### src/rtl/instr_encoder_loader.sv
// instr_encoder_loader: packs decoded instruction fields (add / li / bner0)
// into 8-bit words, buffers them in a small FIFO and writes them in order
// into program memory through a stallable write port.
// Build macro NOP_PAD_EN: once the program has drained, fill every remaining
// address up to MEM_SIZE-1 with 8'h00 (add r0,r0,r0) before reporting done.
module instr_encoder_loader #(
    parameter int unsigned DEPTH    = 4,
    parameter int unsigned MEM_SIZE = 16
) (
    input  logic       clk,
    input  logic       rst,
    input  logic       start,
    input  logic       in_valid,
    output logic       in_ready,
    input  logic [1:0] in_opcode,
    input  logic [1:0] in_rd,
    input  logic [1:0] in_rs1,
    input  logic [1:0] in_rs2,
    input  logic [3:0] in_addr,
    input  logic [3:0] in_imm,
    input  logic       in_last,
    output logic       mem_we,
    input  logic       mem_ready,
    output logic [3:0] mem_addr,
    output logic [7:0] mem_wdata,
    output logic       busy,
    output logic       done,
    output logic       err_illegal,
    output logic [4:0] count
);

    localparam int unsigned PW = (DEPTH > 1) ? $clog2(DEPTH) : 1;
    localparam int unsigned CW = $clog2(DEPTH + 1);

`ifdef NOP_PAD_EN
    typedef enum logic [2:0] {S_IDLE, S_LOAD, S_DRAIN, S_DONE, S_PAD} state_t;
`else
    typedef enum logic [2:0] {S_IDLE, S_LOAD, S_DRAIN, S_DONE} state_t;
`endif

    state_t          state_q, state_n;
    logic [7:0]      fifo_mem [DEPTH];
    logic [PW-1:0]   wr_ptr, rd_ptr;
    logic [CW-1:0]   fifo_cnt, fifo_cnt_n;
    logic [4:0]      legal_cnt, legal_cnt_n;

    logic            accept, illegal, push, pop, fire, out_free, fifo_empty;
    logic [7:0]      enc;
    logic            in_ready_n, mem_we_n, busy_n, done_n, err_n;
    logic [3:0]      addr_n;
    logic [7:0]      wdata_n;
    logic [4:0]      count_n;

    // Handshakes, field packing and next-state / next-output computation
    always_comb begin
        accept     = in_valid && in_ready;
        illegal    = (in_opcode == 2'b01);
        push       = accept && !illegal;
        fire       = mem_we && mem_ready;
        out_free   = !mem_we || mem_ready;
        fifo_empty = (fifo_cnt == '0);
        pop        = out_free && !fifo_empty;

        case (in_opcode)
            2'b00:   enc = {2'b00, in_rd, in_rs1, in_rs2};
            2'b10:   enc = {2'b10, in_rd, in_imm};
            2'b11:   enc = {2'b11, in_addr, in_rs2};
            default: enc = 8'h00;
        endcase

        fifo_cnt_n = fifo_cnt;
        if (push && !pop)
            fifo_cnt_n = fifo_cnt + CW'(1);
        else if (pop && !push)
            fifo_cnt_n = fifo_cnt - CW'(1);

        state_n     = state_q;
        legal_cnt_n = legal_cnt + (push ? 5'd1 : 5'd0);
        count_n     = count + (fire ? 5'd1 : 5'd0);
        addr_n      = mem_addr + (fire ? 4'd1 : 4'd0);
        err_n       = err_illegal || (accept && illegal);
        mem_we_n    = mem_we;
        wdata_n     = mem_wdata;

        // Output register refills from the FIFO head whenever it frees up
        if (pop) begin
            mem_we_n = 1'b1;
            wdata_n  = fifo_mem[rd_ptr];
        end else if (out_free) begin
            mem_we_n = 1'b0;
        end

        case (state_q)
            S_IDLE, S_DONE: begin
                if (start) begin
                    state_n     = S_LOAD;
                    count_n     = 5'd0;
                    addr_n      = 4'd0;
                    err_n       = 1'b0;
                    legal_cnt_n = 5'd0;
                end
            end
            S_LOAD: begin
                if (accept && (in_last || (push && legal_cnt == 5'(MEM_SIZE - 1))))
                    state_n = S_DRAIN;
            end
            S_DRAIN: begin
                if (fifo_empty && out_free) begin
`ifdef NOP_PAD_EN
                    state_n = S_PAD;
`else
                    state_n = S_DONE;
`endif
                end
            end
`ifdef NOP_PAD_EN
            S_PAD: begin
                // One filler word in flight at a time; count_n tracks completed writes
                if (out_free) begin
                    if (count_n < 5'(MEM_SIZE)) begin
                        mem_we_n = 1'b1;
                        wdata_n  = 8'h00;
                    end else begin
                        state_n = S_DONE;
                    end
                end
            end
`endif
            default: state_n = S_IDLE;
        endcase

        in_ready_n = (state_n == S_LOAD) && (fifo_cnt_n != CW'(DEPTH));
`ifdef NOP_PAD_EN
        busy_n = (state_n == S_LOAD) || (state_n == S_DRAIN) || (state_n == S_PAD);
`else
        busy_n = (state_n == S_LOAD) || (state_n == S_DRAIN);
`endif
        done_n = (state_n == S_DONE);
    end

    // State, FIFO pointers and registered outputs
    always_ff @(posedge clk) begin
        if (rst) begin
            state_q     <= S_IDLE;
            wr_ptr      <= '0;
            rd_ptr      <= '0;
            fifo_cnt    <= '0;
            legal_cnt   <= 5'd0;
            in_ready    <= 1'b0;
            mem_we      <= 1'b0;
            mem_addr    <= 4'd0;
            mem_wdata   <= 8'h00;
            busy        <= 1'b0;
            done        <= 1'b0;
            err_illegal <= 1'b0;
            count       <= 5'd0;
        end else begin
            state_q     <= state_n;
            if (push) wr_ptr <= wr_ptr + PW'(1);
            if (pop)  rd_ptr <= rd_ptr + PW'(1);
            fifo_cnt    <= fifo_cnt_n;
            legal_cnt   <= legal_cnt_n;
            in_ready    <= in_ready_n;
            mem_we      <= mem_we_n;
            mem_addr    <= addr_n;
            mem_wdata   <= wdata_n;
            busy        <= busy_n;
            done        <= done_n;
            err_illegal <= err_n;
            count       <= count_n;
        end
    end

    // FIFO storage; contents are don't-care while the occupancy count is zero
    always_ff @(posedge clk) begin
        if (push)
            fifo_mem[wr_ptr] <= enc;
    end

endmodule

### config.mk
export PLATFORM = sky130hd
export DESIGN_NAME = instr_encoder_loader
export DESIGN_NICKNAME = d
export VERILOG_FILES = /design/src/rtl/instr_encoder_loader.sv
export SDC_FILE = /design/constraint.sdc
export NUM_CORES = 1
export LEC_CHECK = 0
export BUFFER_PORTS_ARGS = -buffer_cell sky130_fd_sc_hd__buf_2
export CORE_UTILIZATION = 45
export DETAILED_ROUTE_END_ITERATION = 16
export PLACE_DENSITY_LB_ADDON = 0.1
export REMOVE_ABC_BUFFERS = 1
export SYNTH_ARGS = -nofsm -noshare
export SYNTH_HDL_FRONTEND = slang
export SYNTH_SLANG_ARGS = --single-unit
### constraint.sdc
create_clock -name clk -period 1.8 [get_ports clk]
set_clock_uncertainty 0.1 [all_clocks]
set_input_delay 0.45 -clock clk [delete_from_list [all_inputs] [get_ports clk]]
set_output_delay 0.45 -clock clk [all_outputs]
set_load 0.01 [all_outputs]
==> results.sh, run 1 <==
export IMPL_status="finished clean"
export IMPL_die_area_sq_um=6880
export IMPL_clock_path_buffers=2
export IMPL_crit_family="adder cells"
export IMPL_core_region_area_sq_um=6350
export IMPL_synthCells=244
export IMPL_finalHoldViolCount=0
export IMPL_r2r_start="fifo_cnt[0]"
export IMPL_critPathLaunchType="flop"
export IMPL_maxSlewViolCount=0
export IMPL_dr_pass1_iters=4
export IMPL_path_buf_inv=1
export IMPL_period_share_pct=94.2
export IMPL_cp_data_required_time_ns=1.92
export IMPL_diodes=0
export IMPL_dp_cells=379
export IMPL_final_common_cell="buf_2"
export IMPL_grt_max_degree=18
export IMPL_grt_use_total_pct=17.5
export IMPL_startpoint="fifo_cnt[0]"
export IMPL_arrival_ns=1.81
export IMPL_power_per_cell_area_nw_per_um2=1230
export IMPL_ys_flop_type="dfxtp_1"
export IMPL_vias_per_cell=5.13
export IMPL_clk_pin_slew_worst_paths_ns=0.08
export IMPL_via_count=2030
export IMPL_ir_drop_v=0.000807
export IMPL_synth_edf_count=32
export IMPL_ys_seq_elements=69
export IMPL_cts_buffers=9
export IMPL_crit_chain="inv_1 > ha_1 > ha_4 > or3_4 > a21oi_2 > a211o_1 > a21oi_1"
export IMPL_wirelength_mm=5.40
export IMPL_tns_ns=0
export IMPL_hpwl_mm=3.96
export IMPL_worstMarginPinSlew_ns=0.500
export IMPL_wire_per_inst_microns=13.6
export IMPL_crit_slowest_cell="or3_4"
export IMPL_start_util_pct=46.4
export IMPL_clock_sinks=69
export IMPL_fin_nets=349
export IMPL_yosysWarnings=0
export IMPL_drv_cap=0
export IMPL_drt_iter0_markers=108
export IMPL_ios=44
export IMPL_chipHeight_microns=82.9
export IMPL_min_from="rst"
export IMPL_die_width_microns=82.9
export IMPL_grt_pass1_vias=1939
export IMPL_antenna_found_initial=0
export IMPL_power_leakage_uw=0.00150
export IMPL_grt_pass1_wl_mm=9.32
export IMPL_crit_type="flop to flop"
export IMPL_clock_latency_ns=0.34
export IMPL_area_delta_synth_final_pct=23.1
export IMPL_finalSetupViolCount=0
export IMPL_async_flop_share_pct=0
export IMPL_grt_overflow=0
export IMPL_synth_distinct_cells=42
export IMPL_fin_cells=396
export IMPL_layout_common_cells="43 x buf_2, 37 x dfxtp_1, 32 x edfxtp_1"
export IMPL_period_minus_slack_ns=1.70
export IMPL_gp_congestion=0.806
export IMPL_htreeDepth=3
export IMPL_relSlewSlack_pct=66.6
export IMPL_synth_area_sq_um=2950
export IMPL_cts_root_buf="clkbuf_8"
export IMPL_crit_fanout=8
export IMPL_worstSetupEndpointType="flop"
export IMPL_io_buffers=43
export IMPL_cts_tree="done"
export IMPL_slowest_delay_ns=0.39
export IMPL_syn_area_per_cell_sq_um=12.1
export IMPL_hold_class="input pin to flop"
export IMPL_rsz0062_at_grt="true"
export IMPL_synth_seq_area_share_pct=57.7
export IMPL_fmax_mhz=590
export IMPL_drive_gt1_share_pct=32.9
export IMPL_drtAntennaViolNets=0
export IMPL_rows=29
export IMPL_post_route_drc_count=0
-- power by group --
part           internal [uW]  switching [uW]
Sequential              1800             104
Clock                    645             600
Combinational            668             659
Total                   3120            1360
-- worst register-to-register path: stages (launching register included) --
cell     delay [ns]
dfxtp_1        0.33
inv_1          0.06
ha_1           0.22
ha_4           0.19
or3_4          0.40
a21oi_2        0.12
a211o_1        0.11
a21oi_1        0.05
-- through the flow --
step | area [sq um] | util [%] | worst slack, ns | hold WS [ns] | power (uW)
4_1_cts | 3600 | 56.7 | 0.00453 | 0.289 | 4440
3_5_place_dp | 3390 | 53.4 | -0.0226 | 0.344 | 3190
3_3_place_gp | 3390 | 53.4 | -0.00221 | 0.340 | 3180
5_1_grt | 3630 | 57.1 | 0.00117 | 0.282 | 4770
6_report | 3630 | 57.1 | 0.104 | 0.296 | 4480
2_1_floorplan | 2900 | - | -0.262 | 0.374 | 2730
-- synth_stat cells (4+ instances only) --
cell type	number	area, sq um
nor2_1	23	86.3
a22o_1	5	43.8
xor2_1	6	52.6
nand2_1	24	90.1
o21ai_0	6	30.0
dfxtp_1	37	741
xnor2_1	9	78.8
nand3_1	5	25.0
and3_1	5	31.3
edfxtp_1	32	961
mux4_2	8	180
inv_1	9	33.8
ha_1	13	163
a21oi_1	16	80.1
clkbuf_1	4	15.0
and2_1	9	56.3
-- sequential cells by signal, summed over array words and instances (netlist names), 2 cells and up --
register	cells
legal_cnt	5
wr_ptr	2
mem_addr	4
fifo_cnt	3
mem_wdata	8
state_q	3
fifo_mem	32
count	5
rd_ptr	2
-- per-layer routing --
layer | vias to the layer above | GRT usage, % | part of all wire (%)
met5 | - | 0 | 0
met4 | 0 | 9.40 | 2.2
met3 | 12 | 4.08 | 4.5
met2 | 50 | 25.3 | 45
met1 | 960 | 24.3 | 49
li1 | 1008 | - | -
-- cell families (layout without fill, tap and decap cells) --
kind of cell             Yosys count  after routing  share of synthesized area [%]
flip-flops                        69             69                           57.7
buffers and inverters             18             93                           2.67
XOR/XNOR                          15             15                           4.46
other                              1              1                          0.127
adder cells (fa/ha/maj)           13             13                           5.52
AND/OR/NAND/NOR                   78             78                           13.5
multiplexers                      11             11                           7.26
AO/OA/AOI/OAI                     39             39                           8.66
-- layout make-up --
type / instances / area (sq um)
timing repair buffer: 68 / 403
clock inverter: 7 / 72.6
fill: 554 / 2720
inverter: 9 / 33.8
tap: 77 / 96.3
clock buffer: 9 / 124
sequential: 69 / 1700
multi-input combinational: 157 / 1200
-- final timing paths --
path / end / slack, ns / cells after the start
setup reg to reg: in_ready / 0.10 / 7
setup / recovery: in_ready / 0.10 / 7
hold reg to reg: mem_wdata[2] / 0.35 / 2
hold / removal: busy / 0.30 / 2
-- timing repair --
| item | in CTS | in global routing |
|---|---|---|
| pin swaps | 1 | 1 |
| hold endpoints to repair | 0 | 0 |
| hold buffers | 0 | 0 |
| gates resized for setup | 0 | 9 |
| setup buffers | 1 | 0 |
| gates cloned | 0 | 0 |
| setup endpoints to repair | 1 | 8 |
No activity file was read; power rests on OpenSTA's default activity.
==> run 2, diff against run 1 <==
Settings changed: ABC_AREA from default to 1, GPL_TIMING_DRIVEN from default to 0.
==> run 2 against run 1 <==
  * Hold slack lost 0.031 ns
  * Wire length grew 2.8%
  * Non-clock buffer count shrank 22
  * Clock power grew 7%
  * Synthesized cell count grew 27%
  * First-iteration DRC count shrank 12%
  * Cell area shrank 2.6%
  * Via count grew 3.5%
  * Synthesized area grew 1.4%
  * Critical endpoint is now mem_wdata[2]
  * Largest cell class unchanged
==> results.sh, run 2 <==
export IMPL_synth_distinct_cells=25
export IMPL_htreeDepth=3
export IMPL_grt_pass1_wl_mm=9.61
export IMPL_drtAntennaViolNets=0
export IMPL_synth_area_leaders="edfxtp_1 32%, dfxtp_1 25%, nor2_1 6.3%, ha_1 5.4%, inv_1 5.4%"
export IMPL_crit_type="flop to flop"
export IMPL_antenna_found_initial=0
export IMPL_cp_data_required_time_ns=1.93
export IMPL_worstMarginPinSlew_ns=0.621
export IMPL_grt_overflow=0
export IMPL_synth_area_sq_um=2990
export IMPL_core_region_area_sq_um=6390
export IMPL_rr_worst_depth=9
export IMPL_cts_tree="done"
export IMPL_hpwl_mm=3.70
export IMPL_path_buf_inv=4
export IMPL_cts_root_buf="clkbuf_8"
export IMPL_layout_common_cells="46 x nor2_1, 43 x buf_2, 42 x nand2_1"
export IMPL_ir_drop_v=0.000860
export IMPL_clock_path_buffers=2
export IMPL_grt_use_total_pct=17.8
export IMPL_synthCells=310
export IMPL_status="finished clean"
export IMPL_largest_register="fifo_mem"
export IMPL_yosysTopAreaCellShare_pct=32.2
export IMPL_fin_cells=440
export IMPL_crit_family="compound AO/OA/AOI/OAI gates"
export IMPL_start_util_pct=46.8
export IMPL_holdPathStages=2
export IMPL_relSlewSlack_pct=58.6
export IMPL_drt_iter0_markers=95
export IMPL_yosysMostFrequentCell="nor2_1"
export IMPL_dr_pass1_iters=4
export IMPL_rsz0062_at_grt="false"
export IMPL_reg2reg_to="mem_wdata[2]"
export IMPL_fin_nets=393
export IMPL_synth_edf_count=32
export IMPL_post_route_drc_count=0
export IMPL_crit_top_cell="inv_1"
export IMPL_die_width_microns=83.5
export IMPL_clk_pin_slew_worst_paths_ns=0.07
export IMPL_synth_common_cells="50 x nor2_1, 43 x inv_1, 43 x nand2_1"
export IMPL_dp_cells=421
export IMPL_crit_slowest_cell="dfxtp_1"
export IMPL_maxSlewViolCount=0
export IMPL_power_leakage_uw=0.00157
export IMPL_r2r_start="fifo_cnt[1]"
export IMPL_post_route_util_pct=55.4
export IMPL_syn_area_per_cell_sq_um=9.63
export IMPL_gp_congestion=0.733
export IMPL_r2r_slack_ns=0.10
export IMPL_crit_chain="inv_1 > ha_2 > ha_4 > a21oi_4 > buf_4 > buf_12 > o21ai_0 > o221ai_1 > inv_1"
export IMPL_ios=44
export IMPL_top_regs="fifo_mem: 32 flops, mem_wdata: 8 flops"
export IMPL_diodes=0
export IMPL_cts_buffers=9
export IMPL_clock_latency_ns=0.34
export IMPL_fmax_mhz=590
export IMPL_rows=29
export IMPL_final_common_cell="nor2_1"
export IMPL_ys_flop_type="dfxtp_1"
export IMPL_worstSetupEndpointType="flop"
export IMPL_async_flop_share_pct=0
export IMPL_period_share_pct=94.2
export IMPL_drive_gt1_share_pct=22.3
export IMPL_multi_input_area_sq_um=1100
export IMPL_drv_cap=0
export IMPL_area_delta_synth_final_pct=18.4
export IMPL_period_minus_slack_ns=1.70
export IMPL_clock_sinks=69
export IMPL_wirelength_mm=5.55
export IMPL_yosysWarnings=0
export IMPL_via_count=2102
export IMPL_grt_max_degree=19
export IMPL_io_buffers=43
export IMPL_critPathLaunchType="flop"
export IMPL_min_from="rst"
export IMPL_min_to="fifo_cnt[2]"
export IMPL_fillCellCount=595
export IMPL_die_area_sq_um=6970
export IMPL_power_per_cell_area_nw_per_um2=1290
export IMPL_crit_fanout=16
export IMPL_arrival_ns=1.82
export IMPL_synth_top_area_cell="edfxtp_1"
export IMPL_wire_per_inst_microns=12.6
export IMPL_synth_seq_area_share_pct=57.0
export IMPL_finalHoldViolCount=0
export IMPL_finalSetupViolCount=0
export IMPL_largest_reg_flops=32
export IMPL_hold_class="input pin to flop"
export IMPL_vias_per_cell=4.78
export IMPL_ys_seq_elements=69
export IMPL_register_area_sq_um=1710
export IMPL_p_total_uw=4550
export IMPL_slowest_delay_ns=0.36
export IMPL_whs_ns=0.265
export IMPL_chipHeight_microns=83.5
export IMPL_grt_pass1_vias=2082
[run 2: final cells by class]
class	instances	area share (%)
flip-flops and latches	69	48.3
inverters	45	4.78
well taps	77	2.72
clock inverters	7	2.51
clock buffers	9	3.50
repair buffers	46	7.08
multi-input cells	187	31.1
[run 2: worst max-delay path by stage]
stage | from | to | cells past startpoint
detailed placement | in_valid | fifo_mem[0][4] | 5
global placement | in_valid | fifo_mem[0][4] | 5
global route | fifo_cnt[1] | in_ready | 13
floorplan | fifo_cnt[0] | in_ready | 13
finish | fifo_cnt[1] | mem_wdata[2] | 9
CTS | fifo_cnt[0] | in_ready | 13
[run 2: what timing repair did]
item | 4_1_cts | 5_1_grt
endpoints found under the setup margin | 46 | 9
cloned | 0 | 0
hold buffers | 0 | 0
resized for setup | 8 | 8
pin swaps | 0 | 6
setup buffers | 2 | 1
[run 2: metal layers]
| layer | up-vias | share of wire (%) | GRT usage [%] |
|---|---|---|---|
| li1 | 1106 | - | - |
| met1 | 964 | 47 | 21.5 |
| met2 | 24 | 49 | 30.0 |
| met3 | 8 | 3.2 | 5.74 |
| met4 | 0 | 1.3 | 5.70 |
| met5 | - | 0 | 0 |
[run 2: cell families after synthesis]
family	count (synthesis)	share of synthesized area (%)
buf+inv	54	7.37
simple gates	115	16.0
other cells	1	0.126
xor+xnor	9	2.64
mux	8	2.68
compound gates	41	8.76
fa+ha+maj	13	5.45
flops	69	57.0
[run 2: report_power, final]
part / leakage, uW / internal, uW / switching [uW]
sequential: 0.000594 / 1810 / 187
combinational: 0.000874 / 535 / 678
clock: 0.000105 / 772 / 572
[run 2: metrics by stage]
stage	TNS (ns)	instance area (sq um)	setup slack, ns
2_1_floorplan	0	2940	0.0144
3_3_place_gp	-11.17	3250	-0.300
3_5_place_dp	-11.85	3250	-0.333
4_1_cts	0	3500	0.00643
5_1_grt	0	3540	0.0111
6_report	0	3540	0.105
